[src/rtl/manual_entry_pkg.sv]
// Shared types and defaults for the manual word-entry path.
package manual_entry_pkg;

  typedef enum logic [0:0] {SHIFT, HOLD} entry_state_t;

  localparam int unsigned DEFAULT_WIDTH = 16;

endpackage

[src/rtl/manual_word_entry.sv]
// Shifts one debounced bit per manualClk edge, MSB-first, and offers each full word to a
// downstream consumer over a valid/ready handshake; also exposes entry progress for display.
module manual_word_entry
  import manual_entry_pkg::*;
#(
  parameter int unsigned WIDTH = DEFAULT_WIDTH,
  parameter int unsigned CNT_W = 8
) (
  input  logic                     manualClk,
  input  logic                     rst,
  input  logic                     bitIn,
  input  logic                     clear,
  input  logic                     ready,
  output logic                     wordValid,
  output logic [WIDTH-1:0]         word,
  output logic [WIDTH-1:0]         partial,
  output logic [$clog2(WIDTH)-1:0] bitCount,
  output logic [CNT_W-1:0]         wordCount,
  output logic                     overrun
);

  localparam int unsigned BcW = $clog2(WIDTH);
  localparam logic [BcW-1:0] LastBit = BcW'(WIDTH - 1);

  entry_state_t     state_q;
  logic [WIDTH-1:0] partial_q;
  logic [WIDTH-1:0] word_q;
  logic [BcW-1:0]   bit_count_q;
  logic [CNT_W-1:0] word_count_q;
  logic             valid_q;
  logic             overrun_q;

  always_ff @(posedge manualClk or posedge rst) begin
    if (rst) begin
      state_q      <= SHIFT;
      partial_q    <= '0;
      word_q       <= '0;
      bit_count_q  <= '0;
      word_count_q <= '0;
      valid_q      <= 1'b0;
      overrun_q    <= 1'b0;
    end else begin
      unique case (state_q)
        SHIFT: begin
          if (clear) begin
            partial_q   <= '0;
            bit_count_q <= '0;
          end else if (bit_count_q == LastBit) begin
            // Completing edge: word is published on the same edge as the last shift.
            word_q      <= {partial_q[WIDTH-2:0], bitIn};
            valid_q     <= 1'b1;
            partial_q   <= '0;
            bit_count_q <= '0;
            state_q     <= HOLD;
          end else begin
            partial_q   <= {partial_q[WIDTH-2:0], bitIn};
            bit_count_q <= bit_count_q + BcW'(1);
          end
        end
        HOLD: begin
          if (ready) begin
            valid_q      <= 1'b0;
            word_count_q <= word_count_q + CNT_W'(1);
            state_q      <= SHIFT;
            // The accepting press also carries the first bit of the next word.
            if (clear) begin
              partial_q   <= '0;
              bit_count_q <= '0;
            end else begin
              partial_q   <= {{(WIDTH-1){1'b0}}, bitIn};
              bit_count_q <= BcW'(1);
            end
          end else if (clear) begin
            partial_q   <= '0;
            bit_count_q <= '0;
          end else begin
            overrun_q <= 1'b1;
          end
        end
      endcase
    end
  end

  assign wordValid = valid_q;
  assign word      = word_q;
  assign partial   = partial_q;
  assign bitCount  = bit_count_q;
  assign wordCount = word_count_q;
  assign overrun   = overrun_q;

endmodule

[config.mk]
export PLATFORM = sky130hd
export DESIGN_NAME = manual_word_entry
export DESIGN_NICKNAME = d
export VERILOG_FILES = /design/src/rtl/manual_entry_pkg.sv /design/src/rtl/manual_word_entry.sv
export SDC_FILE = /design/constraint.sdc
export NUM_CORES = 1
export LEC_CHECK = 0
export ABC_CLOCK_PERIOD_IN_PS = 1750
export CAP_MARGIN = 10
export CORE_MARGIN = 4
export CORE_UTILIZATION = 48
export CTS_CLUSTER_DIAMETER = 100
export DETAILED_ROUTE_END_ITERATION = 10
export GPL_TIMING_DRIVEN = 0
export MAX_ROUTING_LAYER = met4
export PLACE_DENSITY = 0.9
export SLEW_MARGIN = 25
export SYNTH_ARGS = -nofsm -noshare
export SYNTH_HDL_FRONTEND = slang
export SYNTH_SLANG_ARGS = --single-unit
[constraint.sdc]
create_clock -name manualClk -period 1.75 [get_ports manualClk]
set_input_delay 0.2625 -clock manualClk [delete_from_list [all_inputs] [get_ports manualClk]]
set_output_delay 0.2625 -clock manualClk [all_outputs]
set_load 0.005 [all_outputs]
==> results.cfg <==
[status]
status = complete, no violations

[cts]
clkLatencyLatePin_ns = 0.29
root_buffer = clkbuf_8
cts.htree.levels = 2
cts_sinks = 47
numCtsBuffers = 5
clk_pin_slew_ns = 0.09
ctsHoldBuffers = 0
clk_path_buf_depth = 2
cts_tree = built

[synthesis]
syn_nets = 175
yosysUniqueCellTypes = 33
synth_mux_area_share_pct = 11.1
async_flop_share_pct = 100
synth-edff-count = 0
synth_compound_area_share_pct = 7.27
synth_area_leaders = dfrtp_1 59%, nand2_1 6.6%, mux2_4 6.0%
synthTopCellsByCount = 47 x dfrtp_1, 35 x nand2_1, 21 x a21oi_1, 9 x mux2_2, 8 x mux2_4
yosysMostFrequentCell = dfrtp_1
yosys.area_share.simple_pct = 14.9
synth_area_sq_mm = 0.00200
syn_avg_cell_area_sq_um = 11.9
yosys_most_used_dff = dfrtp_1
ys_ff_latch = 47
synth_top_family_by_area = simple AND/OR/NAND/NOR gates
seq_area_frac_synth_pct = 58.9
synth_xor_area_share_pct = 3.07
synth.top_cell.area_share_pct = 58.9
syn_inst = 168
yosysWarningCount = 0
yosys.area_share.adder_pct = 1.25
yosysTopAreaCell = dfrtp_1

[place]
dp.cells = 267
post-place-ws_ns = -0.139
dp_hpwl_microns = 2930
place_congestion = 0.747
port_buffers = 48

[die]
core-area_sq_mm = 0.00400
boundaryPins = 51
chipWidth_microns = 72.5
die_h_microns = 72.5
row_count = 23
initial_core_util_pct = 49.9
dieArea_sq_mm = 0.00526

[critical_path]
endpoint = word[8]
cpLargestDelayFamily = flip-flops
slowest_delay_ns = 0.42
r2r-start = bitCount[0]
crit_type = reg2reg
cp_cell_sequence = ha_1, nand3_2, nor3_4, buf_12, mux2_2
required_ns = 1.94
slowest_stage = dfrtp_1
start_kind = flip-flop
arrival_ns = 1.85
crit_path_max_fanout = 8
r2r_cells = 5
crit_path_start = bitCount[0]
rrSetupSlack_ns = 0.09
cp-end-kind = flip-flop
cp.depth = 5
regToRegEndpoint = word[8]
crit_buf_inv = 1

[timing]
skew_ns = 0.00637
max_freq_mhz = 602
fin_ws_ns = 0.0881
period_share_pct = 95.0
fin_setup_tns_ns = 0
worst_slew_pin_slew_ns = 0.449
finalSetupViolations = 0
rsz0062_at_grt = no
min_period_ns = 1.66
drv_slew = 0
finalHoldViolCount = 0
slew_headroom_pct = 70.0

[routing]
wl_per_cell_microns = 14.8
drt_iter0_drc = 89
drc = 0
drt_wl_total_microns = 4090
antenna_left = 0
dr_total_vias = 1439
dr.pass1.iters = 5
routed_via_density = 5.21

[power]
leakagePower_nw = 1.18
power_density_mw_per_mm2 = 754
ir_drop_v = 0.000360

[worst_hold_path]
hp-class = in2reg
hold_start = clear

[grt]
antenna_found_initial = 0
grt_max_degree = 28
first_global_vias = 1513
grt_pass1_wl_microns = 7100
grt-ovfl-total = 0
grtUsageTotal_pct = 17.9

[flow_run]
maxCapViolCount = 0

[finish]
final_cells = 276
fin_nets = 232
diodes = 0
drive_above_1_share_pct = 19.0
areaGrowthSynthToFinish_pct = 35.0
## worst reg2reg max path, delay by kind of cell, from the launching register on
family	cells	cell delay [ns]
multiplexers	1	0.34
buffers and inverters	1	0.17
flip-flops	1	0.42
AND/OR/NAND/NOR	2	0.38
adder cells (fa/ha/maj)	1	0.25
## kinds of logic after synthesis
family / after synthesis
DFF: 47
buffers and inverters: 9
muxes: 17
xor gates and xnor gates: 7
and+or+nand+nor: 58
adders and majority gates: 2
AOI/OAI and AO/OA: 28
## layer usage
layer	vias up	part of all wire (%)	global-route usage (%)
met5	-	0	-
met4	0	0.56	5.53
met3	2	3.8	3.88
met2	29	50	28.4
met1	722	46	23.1
li1	686	-	-
## how the worst min path moves through the flow
stage                        end  cells after the start
floorplan                word[0]                      1
global placement    wordCount[7]                      1
detailed placement       overrun                      1
CTS                   partial[0]                      2
global route         bitCount[0]                      2
finish               bitCount[1]                      2
## cell type report
| cell class | count | area [sq um] |
|---|---|---|
| Fill cell | 309 | 1300 |
| Sequential cell | 47 | 1180 |
| Multi-Input combinational cell | 112 | 754 |
| Timing Repair Buffer | 50 | 520 |
| Clock buffer | 5 | 68.8 |
| Buffer | 8 | 66.3 |
| Tap cell | 50 | 62.6 |
| Clock inverter | 3 | 43.8 |
| Inverter | 1 | 3.75 |
## through the flow
stage	total power [mW]	hold WS [ns]	util, %	area [sq um]
2_1_floorplan	1.20	0.411	-	2000
5_1_grt	2.11	0.279	67.4	2700
3_5_place_dp	1.27	0.455	64.0	2560
6_report	2.03	0.278	67.4	2700
3_3_place_gp	1.26	0.456	63.5	2540
4_1_cts	2.06	0.270	67.3	2690
## cell usage in the layout, fill, tap and decap left out, types with 3 or more instances in the layout
master           synthesis  final
clkbuf_8                 0      5
buf_2                    4      4
o21ai_0                  4      4
mux2_4                   8      8
a21oi_1                 21     21
xor2_1                   3      3
nand2_1                 35     35
clkdlybuf4s50_1          0     48
mux2_2                   9      9
xnor2_1                  4      4
nand2b_1                 3      3
buf_12                   1      3
nand4_1                  3      3
dfrtp_1                 47     47
## registers in the layout, summed over array words and instances, names as in the netlist
register / flops
wordCount: 8
word: 16
bitCount: 4
state_q: 1
wordValid: 1
overrun: 1
partial: 16
## what timing repair did
item,4_1_cts,5_1_grt
resized for setup,0,1
endpoints found under the setup margin,16,26
hold endpoints to repair,0,0
buffers inserted,1,0
pin swaps,1,1
gates cloned,0,0
## power by group
part | switching, mW | internal (mW) | leakage [nW] | total (mW)
registers | 0.0198 | 1.10 | 0.647 | 1.12
logic | 0.0578 | 0.0608 | 0.479 | 0.119
clock network | 0.366 | 0.426 | 0.0581 | 0.792
Power figures use the tool's default switching activity.
